### src/rtl/counter_sweep_ctrl_pkg.sv
// rtl/counter_sweep_ctrl_pkg.sv - shared state encoding and default width for the sweep controller
package counter_sweep_ctrl_pkg;

  localparam int DEFAULT_WIDTH = 4;

  typedef enum logic [1:0] {
    IDLE = 2'd0,
    UP   = 2'd1,
    DOWN = 2'd2,
    DONE = 2'd3
  } state_t;

endpackage

### src/rtl/updown_cnt.sv
// rtl/updown_cnt.sv - loadable up/down counter, wraps modulo 2^WIDTH when left enabled
module updown_cnt
  import counter_sweep_ctrl_pkg::*;
#(
  parameter int WIDTH = DEFAULT_WIDTH
) (
  input  logic             Clk,
  input  logic             reset,
  input  logic             en,
  input  logic             load,
  input  logic [WIDTH-1:0] d,
  input  logic             UpOrDown,
  output logic [WIDTH-1:0] Count
);

  always_ff @(posedge Clk or posedge reset) begin
    if (reset) begin
      Count <= '0;
    end else if (load) begin
      Count <= d;
    end else if (en) begin
      Count <= UpOrDown ? Count + WIDTH'(1) : Count - WIDTH'(1);
    end
  end

endmodule

### src/rtl/counter_sweep_ctrl.sv
// rtl/counter_sweep_ctrl.sv - runs n up-then-down sweeps between captured bounds lo and hi
module counter_sweep_ctrl
  import counter_sweep_ctrl_pkg::*;
#(
  parameter int WIDTH = DEFAULT_WIDTH
) (
  input  logic             Clk,
  input  logic             reset,
  input  logic             start,
  input  logic             abort,
  input  logic [WIDTH-1:0] lo,
  input  logic [WIDTH-1:0] hi,
  input  logic [WIDTH-1:0] n_sweeps,
  output logic [WIDTH-1:0] Count,
  output logic             UpOrDown,
  output logic             busy,
  output logic             done,
  output logic             err,
  output logic [WIDTH-1:0] sweeps_done
);

  state_t           state;
  logic [WIDTH-1:0] lo_q;
  logic [WIDTH-1:0] hi_q;
  logic [WIDTH-1:0] ns_q;
  logic             start_ok;
  logic             at_top;
  logic             at_bottom;
  logic             sweep_end;
  logic             cnt_en;
  logic             cnt_load;
  logic             cnt_dir;
  logic [WIDTH-1:0] cnt_d;

  assign start_ok  = (lo < hi) && (n_sweeps != '0);
  assign at_top    = (Count == hi_q);
  assign at_bottom = (Count == lo_q + WIDTH'(1));
  // With hi == lo+1 there is no down leg, so the sweep closes at the top.
  assign sweep_end = ((state == UP) && at_top && at_bottom) ||
                     ((state == DOWN) && at_bottom);

  always_comb begin
    cnt_en   = 1'b0;
    cnt_load = 1'b0;
    cnt_dir  = 1'b0;
    cnt_d    = lo_q;
    case (state)
      IDLE: begin
        if (start && start_ok) begin
          cnt_load = 1'b1;
          cnt_d    = lo;
        end
      end
      UP: begin
        if (!abort) begin
          if (sweep_end) begin
            cnt_load = 1'b1;
          end else if (at_top) begin
            cnt_load = 1'b1;
            cnt_d    = hi_q - WIDTH'(1);
          end else begin
            cnt_en  = 1'b1;
            cnt_dir = 1'b1;
          end
        end
      end
      DOWN: begin
        if (!abort) begin
          if (sweep_end) begin
            cnt_load = 1'b1;
          end else begin
            cnt_en = 1'b1;
          end
        end
      end
      default: ;
    endcase
  end

  always_ff @(posedge Clk or posedge reset) begin
    if (reset) begin
      state       <= IDLE;
      lo_q        <= '0;
      hi_q        <= '0;
      ns_q        <= '0;
      sweeps_done <= '0;
      err         <= 1'b0;
    end else begin
      err <= 1'b0;
      case (state)
        IDLE: begin
          if (start) begin
            if (start_ok) begin
              lo_q        <= lo;
              hi_q        <= hi;
              ns_q        <= n_sweeps;
              sweeps_done <= '0;
              state       <= UP;
            end else begin
              err <= 1'b1;
            end
          end
        end
        UP, DOWN: begin
          if (abort) begin
            state <= IDLE;
          end else if (sweep_end) begin
            sweeps_done <= sweeps_done + WIDTH'(1);
            state       <= (sweeps_done + WIDTH'(1) == ns_q) ? DONE : UP;
          end else if ((state == UP) && at_top) begin
            state <= DOWN;
          end
        end
        DONE:    state <= IDLE;
        default: state <= IDLE;
      endcase
    end
  end

  assign busy     = (state == UP) || (state == DOWN);
  assign UpOrDown = (state == UP);
  assign done     = (state == DONE);

  updown_cnt #(.WIDTH(WIDTH)) u_cnt (
    .Clk      (Clk),
    .reset    (reset),
    .en       (cnt_en),
    .load     (cnt_load),
    .d        (cnt_d),
    .UpOrDown (cnt_dir),
    .Count    (Count)
  );

endmodule
### config.mk
export PLATFORM = sky130hd
export DESIGN_NAME = counter_sweep_ctrl
export DESIGN_NICKNAME = d
export VERILOG_FILES = /design/src/rtl/counter_sweep_ctrl_pkg.sv /design/src/rtl/updown_cnt.sv /design/src/rtl/counter_sweep_ctrl.sv
export SDC_FILE = /design/constraint.sdc
export NUM_CORES = 1
export LEC_CHECK = 0
export CAP_MARGIN = 20
export CELL_PAD_IN_SITES_DETAIL_PLACEMENT = 1
export CELL_PAD_IN_SITES_GLOBAL_PLACEMENT = 1
export CORE_MARGIN = 1.5
export CORE_UTILIZATION = 42
export DETAILED_ROUTE_END_ITERATION = 16
export PLACE_DENSITY_LB_ADDON = 0.1
export SYNTH_ARGS = -nofsm -noshare
export SYNTH_HDL_FRONTEND = slang
export SYNTH_SLANG_ARGS = --single-unit
### constraint.sdc
create_clock -name Clk -period 3.9 [get_ports Clk]
set_input_delay 0.39 -clock Clk [delete_from_list [all_inputs] [get_ports Clk]]
set_output_delay 0.39 -clock Clk [all_outputs]
set_load 0.02 [all_outputs]
==> impl_table.tex <==
\begin{tabular}{lr}
\hline
Metric & Value \\
\hline
\multicolumn{2}{l}{\textbf{Die}} \\
Top-level port count & 28 \\
Effective utilization at floorplan & between 40\% and 50\% \\
Core Rows & 23 \\
Core region area & $\sim$4000 um\^{}2 \\
Die Height & approximately 68 um \\
Die width & a little under 70 um \\
Overall die area & 4600 um\^{}2 \\
\multicolumn{2}{l}{\textbf{Logic synthesis}} \\
Simple-gate share of the synthesized area & a little under an eighth \\
Proportion of synthesized chip area in sequential cells & between 30\% and 40\% \\
Number of library cell types mapped by synthesis & 48 \\
Adder and majority cell fraction of the synthesized area & 9.65\% \\
Share of synthesized area spent on multiplexers & a little under an eighth \\
EDFF count, synth & 0 \\
Top\_reg\_cell synth & dfrtp\_1 \\
Fraction of synthesis flops using an asynchronous set or reset pin & 100\% \\
Dominant combinational cell family by area after synthesis & compound AO/OA/AOI/OAI gates \\
Number of warnings reported in the yosys synthesis log & 0 \\
Post-synthesis register bit count & 23 \\
Net Count, Synth & about 200 \\
Compound-Gate Fraction of Synth Area & just under 20\% \\
Post-synthesis instance total & roughly 170 \\
Mean instance size in the synthesized netlist & 10.6 um\^{}2 \\
Xor/xnor share of the synthesized area & between 10 and 15\% \\
Post-Syn Area & roughly 1800 um\^{}2 \\
\multicolumn{2}{l}{\textbf{Placed design}} \\
Cell Count Post-Placement & between 200 and 250 \\
Count of input and output buffers & 27 \\
Last weighted congestion value of the routability-driven placer & 0.811 \\
DP HPWL & approximately 3.5 mm \\
\multicolumn{2}{l}{\textbf{Clock tree}} \\
Clock buffer count from CTS & 3 \\
Clock latency of the later-clocked register in the worst-skew pair & roughly 0.27 ns \\
CTS tree & yes \\
Clock slew seen by the registers of the worst setup and hold paths & 0.10 ns \\
Root Driver & clkbuf\_8 \\
Maximum buffer depth of the clock tree & 2 \\
Total setup buffers inserted after CTS & 0 \\
Number of clock sinks seen by CTS & 23 \\
Hold buffer count at CTS & 0 \\
Number of gates given a new drive strength after cts & 0 \\
Number of levels the H-tree was split into & 1 \\
\multicolumn{2}{l}{\textbf{STA}} \\
Final hold viol count & 0 \\
Post-layout min period & roughly 3.1 ns \\
Final cycle utilization of the critical path & 78.9\% \\
Unrepaired setup endpoints after global routing & no \\
Worst hold slack & 0.542 ns \\
Clock Skew & between 0.006 and 0.007 ns \\
Measured slew at the worst slew-check pin & 0.903 ns \\
Setup TNS & 0 ns \\
Max-Slew Margin vs Limit & $\sim$40\% \\
Pins over their slew limit & 0 \\
Max frequency & approximately 320 MHz \\
Final setup violating endpoints & 0 \\
\multicolumn{2}{l}{\textbf{Power and ir drop}} \\
Largest voltage drop on the vdd net & about 330 uV \\
Sw power & 0.873 mW \\
Sw Ratio & 46.9\% \\
Combinational cell fraction of total power & roughly 64\% \\
Power density relative to cell area & a little under 900 nW/um\^{}2 \\
Leakage & around 0.9 nW \\
Reg power frac & $\sim$27\% \\
Internal power & around 0.99 mW \\
Portion of total power attributed to the clock network & 8.4\% \\
\multicolumn{2}{l}{\textbf{Critical path}} \\
Arrival time worst endpoint & 3.21 ns \\
Max stage delay cell, worst path & dfrtp\_1 \\
CP max FO & 7 \\
Largest incremental delay on the critical path & about 0.46 ns \\
Kind of critical path & reg2reg \\
Startpoint type of the worst setup path & register \\
Required time of the worst setup path & slightly above 4 ns \\
Endpoint type of the worst setup path & register \\
Critical path, cell by cell & ha\_1 > xor2\_1 > nor3\_4 > nand2\_4 > nor2\_1 > or3\_1 > ha\_1 > a21oi\_1 > a211oi\_1 > a32oi\_1 > xor2\_1 > mux2i\_1 \\
\multicolumn{2}{l}{\textbf{Cells and area}} \\
Most frequent standard cell in the layout excluding fill and tap cells & clkdlybuf4s50\_1 \\
Final net count & around 230 \\
Area grow syn2layout & 21.2\% \\
Most frequent cells in the layout & clkdlybuf4s50\_1, dfrtp\_1, inv\_1, ha\_1 \\
Share of cells above drive strength 1 & 13.3\% \\
Filler-free cell count of the finished design & 245 \\
Antenna diodes & 0 \\
\multicolumn{2}{l}{\textbf{Global routing}} \\
Total routing resource utilization after global routing & approximately a fifth \\
Initial antenna violation count & 0 \\
Wire length of the first global-routing pass & about 7.3 mm \\
Vias in the first global route & approximately 1500 \\
Total gr overflow & 0 \\
Pin count of the biggest net entering global routing & 24 \\
\multicolumn{2}{l}{\textbf{Hold path}} \\
Min-delay worst type & reg2reg \\
\multicolumn{2}{l}{\textbf{Routing}} \\
Detailed-route DRC error count & 0 \\
Post-detailed-route via-to-cell ratio & roughly 5.7 \\
Per-cell routed wire length & between 15 and 20 um \\
Residual antenna-violating net count after detailed routing & 0 \\
Vias after detailed routing & roughly 1400 \\
1st-pass router iterations & 6 \\
Initial detailed-routing violation count & 83 \\
Post-Route WL & around 4.4 mm \\
\multicolumn{2}{l}{\textbf{Job}} \\
Number of max-capacitance violations reported & 0 \\
\multicolumn{2}{l}{\textbf{Status}} \\
Status & finished, final reports clean \\
\hline
\end{tabular}
==> cell families (layout without fill, tap and decap cells) <==
kind of cell | after synthesis | in the layout
compound gates | 42 | 42
buf+inv | 15 | 44
simple gates | 35 | 35
fa+ha+maj | 13 | 13
xor+xnor | 20 | 20
flops | 23 | 23
mux | 18 | 18
==> Yosys cell counts (all sizes together) (2+ instances only) <==
cell type,count,area share (%)
dfrtp,23,33
a211oi,3,2.0
nand2,10,2.6
a222oi,3,1.7
nor2,7,1.5
nor4,2,0.71
mux2i,6,3.4
a211o,2,0.99
nand2b,2,0.71
inv,12,2.6
buf,2,0.50
a32oi,2,0.99
mux2,12,7.9
a21oi,7,2.0
ha,12,8.5
nor3,3,1.5
xnor2,8,5.5
nand3,5,1.4
xor2,11,5.5
or3,2,0.99
a2111oi,2,2.4
o21ai,8,2.3
o31ai,2,0.85
a22o,5,2.5
==> power by group through the flow <==
stage          logic (mW)  clock network (mW)  registers, mW
6_report             1.20               0.156          0.508
5_1_grt              1.31               0.173          0.527
4_1_cts              1.21               0.158          0.513
3_5_place_dp         1.20                   0          0.519
3_3_place_gp         1.16                   0          0.506
2_1_floorplan       0.858                   0          0.517
==> state kept, by name, indices dropped and copies added, names as in the netlist <==
signal	count
state	2
lo_q	4
err	1
hi_q	4
ns_q	4
sweeps_done	4
u_cnt.Count	4
==> per-layer routing <==
metal,vias to the layer above,wire [um],track usage [%]
met2,37,2080,35.2
met1,681,2080,29.1
li1,684,-,-
met4,0,50,5.75
met3,4,159,3.13
met5,-,0,0
==> final cells by class <==
cell class | count | area [um^2]
inverter | 12 | 45.0
timing repair buffer | 28 | 278
fill | 444 | 1890
multi-input combinational | 128 | 1130
clock buffer | 3 | 41.3
tap | 50 | 62.6
clock inverter | 1 | 5.00
sequential | 23 | 576
==> critical path, delay by kind of cell, from the launching register on <==
family          cells  cell delay (ns)
compound gates      3             0.55
xor+xnor            2             0.34
flops               1             0.46
simple gates        4             0.88
mux                 1             0.09
fa+ha+maj           2             0.62
==> metrics by stage <==
| stage | util, % | area [um^2] | power (mW) | setup WS (ns) |
|---|---|---|---|---|
| after floorplan | - | 1760 | 1.38 | 1.14 |
| after global placement | 51.9 | 2090 | 1.66 | 0.728 |
| after detailed placement | 51.9 | 2090 | 1.72 | 0.675 |
| after CTS | 53.1 | 2140 | 1.88 | 0.842 |
| after global routing | 53.1 | 2140 | 2.01 | 0.671 |
| final | 53.1 | 2140 | 1.86 | 0.821 |
==> path summary, 6_finish.rpt <==
kind | startpoint | to | slack [ns] | cells past startpoint
worst max-delay path | lo_q[0]$_DFFE_PP0P_ | u_cnt.Count[3]$_DFFE_PP0P_ | 0.82 | 12
worst min-delay path | ns_q[0]$_DFFE_PP0P_ | ns_q[0]$_DFFE_PP0P_ | 0.54 | 1
worst max register to register | lo_q[0]$_DFFE_PP0P_ | u_cnt.Count[3]$_DFFE_PP0P_ | 0.82 | 12
worst min register to register | ns_q[0]$_DFFE_PP0P_ | ns_q[0]$_DFFE_PP0P_ | 0.54 | 1
max in group asynchronous | reset | sweeps_done[1]$_DFFE_PP0P_ | 2.73 | 2
min in group asynchronous | reset | ns_q[2]$_DFFE_PP0P_ | 0.61 | 2
Note: power is estimated with default switching activity, not from simulation.
